--- config.mk ---
export PLATFORM = sky130hd
export DESIGN_NAME = tmr_flat
export DESIGN_NICKNAME = d
export VERILOG_FILES = /design/src/rtl/tmr_if.sv /design/src/rtl/tmr.sv /design/src/flat_wrapper.sv
export SDC_FILE = /design/constraint.sdc
export NUM_CORES = 1
export LEC_CHECK = 0
export ABC_CLOCK_PERIOD_IN_PS = 2800
export BUFFER_PORTS_ARGS = -buffer_cell sky130_fd_sc_hd__buf_2
export CORE_UTILIZATION = 50
export DETAILED_ROUTE_END_ITERATION = 6
export GPL_TIMING_DRIVEN = 0
export PLACE_DENSITY = 0.82
export SLEW_MARGIN = 10
export SYNTH_ARGS = -nofsm -noshare
export SYNTH_HDL_FRONTEND = slang
export SYNTH_SLANG_ARGS = --single-unit
--- constraint.sdc ---
create_clock -name clk -period 2.8 [get_ports clk]
set_clock_uncertainty 0.15 [all_clocks]
set_input_delay 0.28 -clock clk [delete_from_list [all_inputs] [get_ports clk]]
set_output_delay 0.28 -clock clk [all_outputs]
set_load 0.005 [all_outputs]
--- src/rtl/tmr_if.sv ---
// rtl/tmr_if.sv - SoC data bus bundle between a bus master and the tmr register file
//   din  : write data, master -> slave
//   addr : register address, master -> slave
//   we   : write enable (active-high), master -> slave
//   dout : registered read data, slave -> master
interface tmr_if #(
    parameter int DW = 16,
    parameter int AW = 13
);
    logic [DW-1:0] din;
    logic [AW-1:0] addr;
    logic          we;
    logic [DW-1:0] dout;

    modport master (
        output din,
        output addr,
        output we,
        input  dout
    );

    modport slave (
        input  din,
        input  addr,
        input  we,
        output dout
    );
endinterface

--- src/rtl/tmr.sv ---
// rtl/tmr.sv - 16-bit bus-mapped timer/counter with prescaler, compare match and overflow reload
//   clk     : clock
//   rst     : asynchronous active-high reset, clears all state
//   bus     : tmr_if.slave (din, addr, we in; dout registered read data out)
//   tmr_int : level interrupt request, (MF & MIE) | (OF & OIE), registered
//
//   addr 0 TCR  : [0] EN, [1] OS, [2] MIE, [3] OIE, [7:4] PS, [8] MF (W1C), [9] OF (W1C)
//   addr 1 TCNT : counter
//   addr 2 TCMP : compare value
//   addr 3 TRLD : reload value on overflow
module tmr #(
    parameter int DW = 16,
    parameter int AW = 13
) (
    input  logic clk,
    input  logic rst,
    tmr_if.slave bus,
    output logic tmr_int
);

    localparam logic [AW-1:0] A_TCR  = AW'(0);
    localparam logic [AW-1:0] A_TCNT = AW'(1);
    localparam logic [AW-1:0] A_TCMP = AW'(2);
    localparam logic [AW-1:0] A_TRLD = AW'(3);

    // control / status
    logic          en;
    logic          os;
    logic          mie;
    logic          oie;
    logic [3:0]    ps;
    logic          mf;
    logic          of_flg;

    // data registers
    logic [DW-1:0] tcnt;
    logic [DW-1:0] tcmp;
    logic [DW-1:0] trld;
    logic [14:0]   presc;

    // combinational helpers
    logic          wr_tcr;
    logic          wr_tcnt;
    logic          wr_tcmp;
    logic          wr_trld;
    logic          wr_stop;
    logic [14:0]   presc_term;
    logic          tick;
    logic          tick_eff;
    logic          wrap;
    logic [DW-1:0] cnt_new;
    logic          set_mf;
    logic          set_of;
    logic [DW-1:0] rd_data;

    always_comb begin
        wr_tcr  = bus.we && (bus.addr == A_TCR);
        wr_tcnt = bus.we && (bus.addr == A_TCNT);
        wr_tcmp = bus.we && (bus.addr == A_TCMP);
        wr_trld = bus.we && (bus.addr == A_TRLD);

        // A TCR write that clears EN overrides anything the counter would do this cycle.
        wr_stop = wr_tcr && !bus.din[0];

        // Terminal prescaler value 2^PS-1; PS=15 yields 0x7FFF, the full 15-bit range.
        presc_term = ~(15'h7FFF << ps);
        tick       = en && (presc == presc_term);

        // Bus writes to TCNT or a disabling TCR write discard the tick entirely,
        // including any flag it would have raised.
        tick_eff = tick && !wr_tcnt && !wr_stop;

        wrap    = (tcnt == {DW{1'b1}});
        cnt_new = wrap ? trld : (tcnt + DW'(1));

        set_of = tick_eff && wrap;
        // Compare against the value TCNT is about to take, so a reload equal to TCMP matches too.
        set_mf = tick_eff && (cnt_new == tcmp);

        rd_data = '0;
        case (bus.addr)
            A_TCR:   rd_data = {{(DW-10){1'b0}}, of_flg, mf, ps, oie, mie, os, en};
            A_TCNT:  rd_data = tcnt;
            A_TCMP:  rd_data = tcmp;
            A_TRLD:  rd_data = trld;
            default: rd_data = '0;
        endcase
    end

    always_ff @(posedge clk or posedge rst) begin
        if (rst) begin
            en      <= 1'b0;
            os      <= 1'b0;
            mie     <= 1'b0;
            oie     <= 1'b0;
            ps      <= 4'd0;
            mf      <= 1'b0;
            of_flg  <= 1'b0;
            tcnt    <= '0;
            tcmp    <= {DW{1'b1}};
            trld    <= '0;
            presc   <= 15'd0;
            bus.dout <= '0;
            tmr_int <= 1'b0;
        end else begin
            // Control bits: a TCR write always wins, including over a one-shot stop.
            if (wr_tcr) begin
                {ps, oie, mie, os, en} <= bus.din[7:0];
            end else if (set_of && os) begin
                en <= 1'b0;
            end

            // Hardware set takes priority over a simultaneous write-1-to-clear.
            mf     <= set_mf | (mf     & ~(wr_tcr & bus.din[8]));
            of_flg <= set_of | (of_flg & ~(wr_tcr & bus.din[9]));

            if (wr_tcnt) begin
                tcnt <= bus.din;
            end else if (tick_eff) begin
                tcnt <= cnt_new;
            end

            if (wr_tcmp) begin
                tcmp <= bus.din;
            end
            if (wr_trld) begin
                trld <= bus.din;
            end

            // Prescaler free-runs while enabled and is not reset by a PS change, so a
            // shrunken terminal value is reached only after wrapping through 0x7FFF.
            if (!en || wr_stop || tick) begin
                presc <= 15'd0;
            end else begin
                presc <= presc + 15'd1;
            end

            tmr_int <= (mf & mie) | (of_flg & oie);

            if (!bus.we) begin
                bus.dout <= rd_data;
            end
        end
    end

endmodule

--- src/flat_wrapper.sv ---
// flat-port wrapper written by rule: the top's interface ports become plain ports
module tmr_flat 
#(
    parameter int DW = 16,
    parameter int AW = 13
)
  (clk, rst, tmr_int, bus_din, bus_addr, bus_we, bus_dout);
  tmr_if #(.DW(DW), .AW(AW)) bus_i ();
  input  logic clk;
  input  logic rst;
  output logic tmr_int;
  input wire logic [$bits(bus_i.din)-1:0] bus_din;
  input wire logic [$bits(bus_i.addr)-1:0] bus_addr;
  input wire logic [$bits(bus_i.we)-1:0] bus_we;
  output wire logic [$bits(bus_i.dout)-1:0] bus_dout;
  assign bus_i.din = bus_din;
  assign bus_i.addr = bus_addr;
  assign bus_i.we = bus_we;
  assign bus_dout = bus_i.dout;
  tmr #(.DW(DW), .AW(AW)) u_core (.clk(clk), .rst(rst), .bus(bus_i), .tmr_int(tmr_int));
endmodule
=== Yosys cells after proc, flatten, opt, wreduce, memory -nomap -nowiden ===
Cells that the tools add are included.

* Add/sub/neg operators: 2
* Equal/unequal tests: 6
* Shift operators: 1
* Multiplexer cells: 7
* Bitwise gates (word level): 12
* Reductions and logical operators: 20

{| class="wikitable"
|+ Operators by type and width
! kind !! number
|-
| $pmux 16 s4 || 1
|-
| $mux 16 || 3
|-
| $eq 13x2->1 const B || 2
|-
| $add 16x1->16 const B || 1
|-
| $eq 16x16->1 || 1
|-
| $eq 16x16->1 const B || 1
|-
| $add 15x1->15 const B || 1
|-
| $eq 15x15->1 || 1
|-
| $mux 15 || 1
|-
| $not 15->15 || 1
|-
| $shl 15x4->15 const A || 1
|-
| $eq 13x1->1 const B || 1
|-
| $logic_not 13->1 || 1
|-
| $logic_and 1x1->1 || 11
|-
| $and 1x1->1 || 6
|-
| $logic_not 1->1 || 4
|-
| $reduce_bool 2->1 || 2
|-
| $or 1x1->1 || 3
|-
| $logic_or 1x1->1 || 2
|-
| $mux 1 || 2
|-
| $not 1->1 || 2
|}

* Bits in registers: 90
* Bits of input ports: 32
* Output and inout port bits: 17

=== Longest topological paths before layout ===
Gate-level depths: netlist of run 1.

* Depth in word-level cells: 10
* Gate-level depth with buffers: 11
* Depth with buffers taken out: 9

=== Worst setup path before layout of run 1 ===
No wires, ideal clock.

* Path kind: register to register
* From: register u_core.tcnt[0]
* To: register u_core.mf
* Setup time: 0.103 ns
* Arrival: 2.262 ns
* Slack: 0.285 ns
* Stages on the path, launching flop included: 9
* Cell sequence: dfrtp_1 -> ha_1 -> nand3_1 -> nor2_2 -> nand3_1 -> mux2_2 -> a2111oi_0 -> nand4_1 -> o41ai_2

* Longest elaborated chain between the ends: 5
* Elaborated cells between the ends (all ways): 6
* Classes of those cells: add/sub (1); eq/ne (2); mux (1); bitwise (1); reduce/logical (1)

{| class="wikitable"
|+ RTL lines
! item !! line !! RTL
|-
| start, declared || tmr.sv:36 || <nowiki>logic [DW-1:0] tcnt;</nowiki>
|-
| start signal, assigned || tmr.sv:118 || <nowiki>tcnt <= bus.din;</nowiki>
|-
| start signal, assigned || tmr.sv:120 || <nowiki>tcnt <= cnt_new;</nowiki>
|-
| $add 16x1->16 / $eq 16x16->1 (equally long branches) || tmr.sv:74, tmr.sv:73 ||
|-
| $mux 16 * || tmr.sv:74 || <nowiki>cnt_new = wrap ? trld : (tcnt + DW'(1));</nowiki>
|-
| $eq 16x16->1 * || tmr.sv:78 || <nowiki>set_mf = tick_eff && (cnt_new == tcmp);</nowiki>
|-
| $logic_and 1x1->1 * || tmr.sv:78 ||
|-
| $or 1x1->1 * || tmr.sv:114 || <nowiki>mf <= set_mf | (mf & ~(wr_tcr & bus.din[8]));</nowiki>
|-
| end signal, assigned || tmr.sv:114 ||
|-
| end, declared || tmr.sv:32 || <nowiki>logic mf;</nowiki>
|}

Mark *: on every way between the ends. The rest lies on a longest branch, timed or not.
A chain may end at the register's enable or synchronous reset.

=== Worst setup path in the final report of run 1 ===
* From: register u_core.tcnt[8]
* To: register u_core.mf

Same word-level chain as after synthesis.

==> flow_summary_export.csv, run 1 <==
group,metric,value,unit
timing,post-route-period-util,97.9,%
finish,final_util,59.7,%
timing,max_freq,365,MHz
worst_setup_path,cp.required,2.92,ns
synthesis,ys_seq_area_share,42.7,%
synthesis,synth-seq-cells,90,
finish,n_antenna_cell,0,
finish,final_common_cell,"nand2_1",
routing,wl_per_cell,19.0,um
synthesis,async_reset_ff_share,100,%
worst_setup_path,crit_chain,"and3_4 -> and4_4 -> and2_4 -> buf_6 -> a21oi_2 -> xnor2_1 -> a2111oi_4 -> nand4_1 -> o41ai_2",
finish,nets,664,
routing,finalWirelength,14.6,mm
worst_setup_path,cpPeakStageDelay,0.49,ns
global_routing,antenna_found_initial,0,
synthesis,synth_fa_ha_area_share,0.658,%
routing,ant_nets,0,
floorplanning,die_w,105,um
worst_setup_path,endpoint_kind,"register",
clock_tree,cts_htree_levels,3,
worst_setup_path,critPathKind,"reg -> reg",
synthesis,synth_compound_gate_area_share,13.2,%
placed_design,portBuffers,46,
routing,vias_per_cell,6.19,
synthesis,synth-edff-count,0,
hold_path,hold_class,"in -> reg",
power_and_ir_drop,leakagePower,0.00264,uW
clock_tree,cts_root_buf,"clkbuf_8",
clock_tree,cts_sinks,90,
clock_tree,cts_buffers,9,
power_and_ir_drop,p_per_area,394,mW/mm^2
worst_setup_path,cp_slowest_cell,"dfrtp_2",
placed_design,place.gp.congestion,0.952,
power_and_ir_drop,ir_worst_vdd,237,uV
synthesis,synthesis.nets,603,
outcome,status,"finished, final reports clean",
worst_setup_path,start_kind,"register",
timing,post-route-min-period,2.74,ns
finish,fillers,876,
clock_tree,clkLatencyLatePin,0.38,ns
synthesis,synth_top_family_by_area,"simple AND/OR/NAND/NOR gates",
timing,holdWs,0.0103,ns
clock_tree,cts_tree,"built",
synthesis,yosys_warnings,0,
routing,vias,4768,
placed_design,dp_hpwl,10.4,mm
floorplanning,start_util,51.6,%
timing,hold_viol,0,
global_routing,grt_remaining_overflow,0,
global_routing,grt_max_degree,50,
synthesis,ys_types,57,
timing,slew_headroom,48.9,%
synthesis,syn-mean-instance-area,9.36,um^2
synthesis,syn_area,0.00532,mm^2
timing,rsz0062_at_grt,"yes",
clock_tree,clk_pin_slew,0.08,ns
global_routing,grt_pass1_wl,23.4,mm
flow_run,maxCapViolCount,0,
floorplanning,io_pins,49,
timing,setup_violations,0,
finish,area_growth,15.7,%
floorplanning,num_rows,37,
timing,fin_tns_setup,0,ns
finish,drive_gt1_share,26.8,%
finish,final_cell_mix,"83 x nand2_1, 67 x dfrtp_1, 53 x buf_2",
worst_setup_path,critPathArrivalTime,2.86,ns
global_routing,grt_pass1_vias,4512,
timing,slew_viol_final,0,
worst_setup_path,cp_max_fo,10,
synthesis,synthMuxAreaShare,13.5,%
placed_design,place_inst,752,
synthesis,synth-xor-area-share,5.59,%
routing,drt_pass1_iterations,5,
floorplanning,die_area,0.0111,mm^2
placed_design,postPlaceCellArea,0.00575,mm^2
routing,drtIter0Drc,447,
finish,layoutNonFillerInstCount,770,
routing,drc,0,
synthesis,synthSimpleGateAreaFrac,20.2,%
floorplanning,floorplan.core_area,0.0103,mm^2
finish,fin_area,0.00616,mm^2
clock_tree,cts_buffer_depth,2,
global_routing,grt.total_usage,27.6,%
floorplanning,fp.dieH,105,um
synthesis,syn-instance-count,569,
timing,worstMarginPinSlew,0.763,ns
synthesis,synth_ff_type,"dfrtp_1",
final cells by class:
cell class	instances	area, um^2	share of cell area (%)
multi-input cells	426	2940	47.7
flip-flops and latches	90	2280	37.0
repair buffers	55	327	5.30
well taps	136	170	2.76
clock buffers	13	159	2.58
plain buffers	30	155	2.52
inverters	18	70.1	1.14
clock inverters	2	60.1	0.975
synth_stat cells, types with 3 or more instances:
cell	count	area share, %
nand2_1	83	5.9
dfrtp_1	74	35
nor2_1	47	3.3
o21ai_0	40	3.8
mux2_2	35	7.4
xnor2_1	25	4.1
nand3_1	23	2.2
clkbuf_1	21	1.5
a21oi_1	20	1.9
inv_1	17	1.2
dfstp_2	16	7.9
and3_1	12	1.4
nor3_1	11	1.0
buf_2	10	0.94
mux2i_1	10	1.9
mux4_2	10	4.2
nand4_1	9	1.1
xor2_1	9	1.5
a22oi_1	7	0.99
nor2b_1	7	0.82
o31ai_1	7	0.99
nand2b_1	5	0.59
a31oi_1	4	0.47
and2_1	4	0.47
nor3b_1	4	0.56
nor4_1	4	0.47
o22ai_1	4	0.47
a211oi_1	3	0.42
a21o_1	3	0.42
a41o_1	3	0.56
nand3b_1	3	0.42
o221ai_1	3	0.49
or3_1	3	0.35
state kept, by name (all words and copies together) (netlist names):
register,count
u_core.tcnt,16
u_core.en,1
u_core.trld,16
u_core.tcmp,16
u_core.oie,1
u_core.of_flg,1
u_core.mie,1
u_core.bus.dout,16
u_core.presc,15
u_core.os,1
u_core.tmr_int,1
u_core.ps,4
u_core.mf,1
power breakdown:
group,switching [uW],internal [uW],leakage (uW)
Sequential,2.95,1300,0.00114
Combinational,79.2,43.7,0.00138
Clock,454,548,0.000110
final timing paths:
check                                                from                        endpoint  slack, ns  depth (start not counted)
max                            u_core.tcnt[8]$_DFFE_PP0P_             u_core.mf$_DFF_PP0_       0.06                          9
min                                            bus_din[9]      u_core.tcmp[9]$_DFFE_PP1P_       0.01                          3
max reg2reg                    u_core.tcnt[8]$_DFFE_PP0P_             u_core.mf$_DFF_PP0_       0.06                          9
min reg2reg                u_core.bus.dout[1]$_DFFE_PP0N_  u_core.bus.dout[1]$_DFFE_PP0N_       0.33                          2
max in group asynchronous                             rst      u_core.tcmp[8]$_DFFE_PP1P_       1.46                          4
min in group asynchronous                             rst       u_core.presc[8]$_DFF_PP0_       0.34                          3
worst max-delay path, delay by kind of cell, from the launching register on:
kind / cells / cell delay (ns)
and+or+nand+nor: 4 / 0.87
DFF: 1 / 0.49
xor gates and xnor gates: 1 / 0.15
AOI/OAI and AO/OA: 3 / 0.83
buffers and inverters: 1 / 0.15
per-stage QoR:
step / power (uW) / setup WS [ns]
2_1_floorplan: 1390 / 0.0612
3_3_place_gp: 1440 / -0.901
3_5_place_dp: 1450 / -0.637
4_1_cts: 2440 / 0.00385
5_1_grt: 2500 / -0.0383
6_report: 2430 / 0.0591
logic make-up (layout without fill, tap and decap cells):
kind of cell,count (synthesis),in the layout
AOI/OAI and AO/OA,110,110
xor gates and xnor gates,34,34
adders and majority gates,3,3
buffers and inverters,53,118
DFF,90,90
muxes,55,55
and+or+nand+nor,224,224
layer usage:
metal	vias to the layer above	GRT usage (%)	share of wire [%]
met1	2330	37.6	41
met5	-	0	0
met2	257	42.5	47
li1	2144	-	-
met3	37	6.11	9.4
met4	0	11.1	2.3
what timing repair did:
action	CTS	global route
endpoints found under the setup margin	26	33
hold buffers	2	0
gates resized for setup	9	34
pin swaps	3	6
setup buffers	3	3
endpoints found under the hold margin	38	0
(Power assumes the default switching activity.)
==> inputs of run 2 (changes only) <==
Settings changed: GPL_TIMING_DRIVEN 0 to default.
==> run 2 against run 1 <==
Utilization up 0.44 points. Wire length fell by 4.4%. Critical path depth up 1. Setup slack better by 0.097 ns. Non-clock buffer count is 13 higher. Critical endpoint unchanged.
==> flow_summary_export.csv, run 2 (synthesized netlist as in run 1, its figures left out) <==
group,metric,value,unit
floorplanning,io_pins,49,
power_and_ir_drop,p_per_area,384,mW/mm^2
routing,drtIter0Drc,468,
finish,multi_input_area,0.00286,mm^2
floorplanning,num_rows,37,
finish,layoutNonFillerInstCount,784,
finish,drive_gt1_share,28.2,%
routing,vias,4710,
routing,ant_nets,0,
timing,rsz0062_at_grt,"no",
finish,nets,677,
global_routing,grt_pass1_vias,4429,
power_and_ir_drop,ir_worst_vdd,185,uV
finish,final_util,60.1,%
placed_design,place_inst,761,
floorplanning,fp.dieH,105,um
clock_tree,cts_buffer_depth,2,
worst_setup_path,start_kind,"register",
outcome,status,"finished, final reports clean",
routing,finalWirelength,14.0,mm
floorplanning,die_w,105,um
finish,final_cell_mix,"82 x nand2_1, 73 x dfrtp_1, 48 x buf_2",
timing,post-route-period-util,94.4,%
placed_design,post-place-ws,-0.111,ns
hold_path,hold_class,"in -> reg",
timing,max_freq,378,MHz
finish,fillers,898,
clock_tree,cts_htree_levels,3,
worst_setup_path,cp.required,2.92,ns
finish,seq_area,0.00227,mm^2
clock_tree,clk_pin_slew,0.09,ns
worst_setup_path,reg2reg_depth,10,
routing,wl_per_cell,17.8,um
timing,setup_violations,0,
global_routing,grt_pass1_wl,22.9,mm
floorplanning,die_area,0.0111,mm^2
placed_design,dp_hpwl,10.1,mm
timing,slew_headroom,51.8,%
clock_tree,clkLatencyLatePin,0.38,ns
floorplanning,floorplan.core_area,0.0103,mm^2
finish,fin_area,0.00621,mm^2
clock_tree,cts_tree,"built",
placed_design,portBuffers,48,
worst_setup_path,critPathKind,"reg -> reg",
flow_run,maxCapViolCount,0,
global_routing,antenna_found_initial,0,
floorplanning,start_util,51.6,%
worst_setup_path,critPathArrivalTime,2.77,ns
clock_tree,cts_buffers,9,
placed_design,postPlaceCellArea,0.00591,mm^2
routing,drt_pass1_iterations,5,
finish,final_common_cell,"nand2_1",
routing,vias_per_cell,6.01,
global_routing,grt_max_degree,42,
placed_design,place.gp.congestion,0.939,
routing,drc,0,
timing,worstMarginPinSlew,0.722,ns
timing,slew_viol_final,0,
hold_path,whs_path_depth,2,
timing,fin_ws,0.156,ns
timing,post-route-min-period,2.64,ns
global_routing,grt.total_usage,26.9,%
timing,fin_tns_setup,0,ns
clock_tree,cts_sinks,90,
worst_setup_path,cp_max_fo,6,
finish,area_growth,16.6,%
finish,n_antenna_cell,0,
clock_tree,cts_root_buf,"clkbuf_8",
global_routing,grt_remaining_overflow,0,
power_and_ir_drop,leakagePower,0.00273,uW
timing,hold_viol,0,
worst_setup_path,endpoint_kind,"register",
==> run 2: cell count changes in the layout (fill, tap and decap cells not counted), moves of 3 or more <==
cell / change
clkbuf_4: -3
clkbuf_1: -12
clkbuf_2: -3
dfrtp_1: +6
dfrtp_2: -6
buf_2: -5
clkinv_2: +3
buf_4: +40
==> run 2: cell type report <==
cell class | instances | share of cell area, %
clock buffers | 12 | 2.18
clock inverters | 4 | 1.13
inverters | 18 | 1.11
multi-input cells | 426 | 46.1
flip-flops and latches | 90 | 36.6
well taps | 136 | 2.74
repair buffers | 98 | 10.1
==> run 2: repair_timing <==
action / in CTS / in global routing
gates resized for setup: 2 / 9
hold buffers: 3 / 0
setup buffers: 0 / 4
pin swaps: 0 / 2
hold endpoints to repair: 32 / 0
endpoints found under the setup margin: 1 / 6
==> run 2: metal layers <==
metal,GRT usage (%),vias to the layer above,routed length [um]
met5,0,-,0
met4,9.36,0,234
met3,7.61,26,1160
met2,41.0,213,6540
met1,36.6,2303,6050
li1,-,2168,-
==> run 2: worst paths after layout <==
check                           slack (ns)                               to                            start
worst min-delay path                  0.02      u_core.trld[14]$_DFFE_PP0P_                      bus_din[14]
worst min register to register        0.33  u_core.bus.dout[15]$_DFFE_PP0N_  u_core.bus.dout[15]$_DFFE_PP0N_
min in group asynchronous             0.38   u_core.bus.dout[0]$_DFFE_PP0N_                              rst
worst max register to register        0.16              u_core.mf$_DFF_PP0_       u_core.tcnt[1]$_DFFE_PP0P_
max in group asynchronous             1.32      u_core.tcmp[10]$_DFFE_PP1P_                              rst
worst max-delay path                  0.16              u_core.mf$_DFF_PP0_       u_core.tcnt[1]$_DFFE_PP0P_
==> run 2: per-stage QoR <==
| stage | hold WS [ns] | power (uW) |
|---|---|---|
| after global placement | 0.250 | 1450 |
| after global routing | 0.0170 | 2470 |
| after floorplan | 0.239 | 1390 |
| after CTS | 0.00705 | 2400 |
| final | 0.0194 | 2380 |
| after detailed placement | 0.268 | 1450 |
==> run 2: worst max-delay path, cell delays in order, from the launching register on <==
cell	delay [ns]
dfrtp_1	0.43
ha_1	0.22
nand3_2	0.13
nor2_4	0.07
and2_2	0.21
buf_4	0.15
nor3b_1	0.23
o32ai_1	0.15
nor4_1	0.28
nand4_1	0.16
o41ai_2	0.37
==> run 2: power breakdown <==
part | switching, uW | internal, uW
Clock | 455 | 501
Sequential | 2.41 | 1300
Combinational | 76.1 | 46.4
==> inputs of run 3 (changes only) <==
Settings changed: CTS_BUF_LIST from default to sky130_fd_sc_hd__clkbuf_2, TNS_END_PERCENT from default to 50.
==> run 3 against run 2 <==
The flow now finishes with violations (DRC). Count of clock-buffer cells in the layout did not move. Power is 8.3% lower. Via count increased by 2.7%. Non-clock buffer count increased by 15. Setup slack lost 0.057 ns. Sequential share of layout area down 0.41 points. Utilization grew 0.68 points. First-iteration DRC count decreased by 4.3%. Fmax shrank 2.1%. Sequential power is essentially flat. Flip-flop and latch count stayed put.
==> flow_summary_export.csv, run 3 (synthesized netlist as in run 1, its figures left out) <==
group,metric,value,unit
routing,finalWirelength,14.2,mm
power_and_ir_drop,leakagePower,0.00277,uW
finish,multi_input_area,0.00285,mm^2
timing,fin_ws,0.0991,ns
finish,fillers,885,
finish,area_growth,17.9,%
worst_setup_path,cpPeakStageDelay,0.45,ns
clock_tree,clk_pin_slew,0.25,ns
flow_run,maxCapViolCount,0,
floorplanning,fp.dieH,105,um
power_and_ir_drop,clkPwrFrac,33.7,%
worst_setup_path,crit_family,"simple AND/OR/NAND/NOR gates",
power_and_ir_drop,seq_power_share,59.9,%
worst_setup_path,critPathKind,"reg -> reg",
power_and_ir_drop,internal_power,1670,uW
finish,final_cell_mix,"83 x nand2_1, 73 x dfrtp_1, 48 x buf_2",
clock_tree,cts_sinks,90,
floorplanning,num_rows,37,
placed_design,place.gp.congestion,0.939,
timing,setup_violations,0,
timing,worstMarginPinSlew,0.715,ns
floorplanning,start_util,51.6,%
clock_tree,cts_htree_levels,3,
hold_path,hold_class,"in -> async",
power_and_ir_drop,switching_power,514,uW
power_and_ir_drop,power.share.switching,23.5,%
finish,final_common_cell,"nand2_1",
timing,max_freq,370,MHz
worst_setup_path,crit_chain,"ha_1 -> nand3_1 -> nor2_4 -> and2_2 -> buf_4 -> nor3b_1 -> o32ai_1 -> nor4_1 -> nand4_1 -> o41ai_2",
worst_setup_path,cp_slowest_cell,"dfrtp_1",
timing,hold_viol,0,
clock_tree,cts_root_buf,"clkbuf_2",
routing,drtIter0Drc,448,
worst_setup_path,cp.required,3.14,ns
floorplanning,die_w,105,um
placed_design,post-place-ws,-0.111,ns
worst_setup_path,cp_max_fo,6,
routing,vias,4835,
power_and_ir_drop,p_comb_share,6.4,%
finish,seq_area,0.00227,mm^2
worst_setup_path,critPathArrivalTime,3.04,ns
placed_design,portBuffers,48,
clock_tree,cts_buffer_depth,2,
global_routing,grt_pass1_wl,23.1,mm
floorplanning,io_pins,49,
global_routing,grt.total_usage,27.0,%
worst_setup_path,endpoint_kind,"register",
worst_setup_path,critical_path_buf_inv_count,1,
routing,drt_pass1_iterations,7,
routing,ant_nets,0,
floorplanning,floorplan.core_area,0.0103,mm^2
power_and_ir_drop,ir_worst_vdd,184,uV
power_and_ir_drop,fin_total_pwr,2190,uW
global_routing,grt_max_degree,42,
outcome,status,"finished, violations left",
clock_tree,cts_tree,"built",
timing,slew_headroom,52.3,%
routing,wl_per_cell,17.7,um
timing,post-route-min-period,2.70,ns
global_routing,antenna_found_initial,0,
timing,post-route-period-util,96.5,%
finish,n_antenna_cell,0,
timing,slew_viol_final,0,
global_routing,grt_pass1_vias,4495,
routing,vias_per_cell,6.05,
outcome,violations,"DRC",
clock_tree,cts_buffers,9,
global_routing,grt_remaining_overflow,0,
finish,drive_gt1_share,27.5,%
finish,nets,692,
clock_tree,clkLatencyLatePin,0.58,ns
routing,drc,1,
power_and_ir_drop,p_per_area,348,mW/mm^2
placed_design,dp_hpwl,10.1,mm
worst_setup_path,start_kind,"register",
floorplanning,die_area,0.0111,mm^2
run 3: cell count changes in the layout (fill, tap and decap cells not counted), sizes merged:
cell and change:
dlygate4sd3 +17, buf -2
run 3: repair_timing:
action | in CTS | in global routing
setup buffers | 0 | 2
hold buffers | 20 | 0
endpoints found under the hold margin | 103 | 0
endpoints found under the setup margin | 1 | 6
pin swaps | 0 | 1
resized for setup | 2 | 7
run 3: final timing paths:
path / depth (start not counted) / slack (ns) / from / to
hold / removal: 3 / 0.12 / rst / u_core.bus.dout[0]$_DFFE_PP0N_
min in group clk: 7 / 0.15 / bus_addr[5] / u_core.bus.dout[6]$_DFFE_PP0N_
setup / recovery: 10 / 0.1 / u_core.tcnt[1]$_DFFE_PP0P_ / u_core.mf$_DFF_PP0_
hold reg to reg: 2 / 0.36 / u_core.bus.dout[15]$_DFFE_PP0N_ / u_core.bus.dout[15]$_DFFE_PP0N_
setup reg to reg: 10 / 0.1 / u_core.tcnt[1]$_DFFE_PP0P_ / u_core.mf$_DFF_PP0_
max in group asynchronous: 4 / 1.52 / rst / u_core.tcmp[10]$_DFFE_PP1P_
run 3: worst register-to-register path: stages (launching register included):
cell	delay, ns
dfrtp_1	0.45
ha_1	0.20
nand3_1	0.18
nor2_4	0.09
and2_2	0.21
buf_4	0.15
nor3b_1	0.26
o32ai_1	0.15
nor4_1	0.28
nand4_1	0.16
o41ai_2	0.36
run 3: stage by stage:
stage / hold WS [ns] / std cells / setup TNS (ns) / utilization, % / instance area, um^2
floorplan: 0.239 / 569 / 0 / - / 5320
global placement: 0.250 / 761 / 0 / 57.2 / 5910
detailed placement: 0.268 / 761 / -0.111 / 57.2 / 5910
CTS: 0.124 / 797 / 0 / 60.5 / 6240
global route: 0.139 / 799 / -0.0182 / 60.8 / 6280
finish: 0.125 / 799 / 0 / 60.8 / 6280
run 3: routing by layer:
layer	GRT usage, %	wire, um
met5	0	0
met4	9.15	252
met3	6.86	1330
met2	41.5	6580
met1	37.1	6000
run 3: cell type report:
class                      instances  share of cell area [%]
multi-input combinational        426                    45.4
sequential                        90                    36.2
timing repair buffer             113                    12.5
tap                              136                    2.71
clock inverter                     4                    1.12
inverter                          18                    1.10
clock buffer                      12                   0.957
run 3: power by group through the flow:
stage / Sequential [uW] / Clock, uW / Combinational [uW]
after floorplan: 1330 / 0 / 61.5
after global placement: 1330 / 0 / 117
after detailed placement: 1330 / 0 / 120
after CTS: 1310 / 749 / 141
after global routing: 1310 / 804 / 155
final: 1310 / 736 / 141
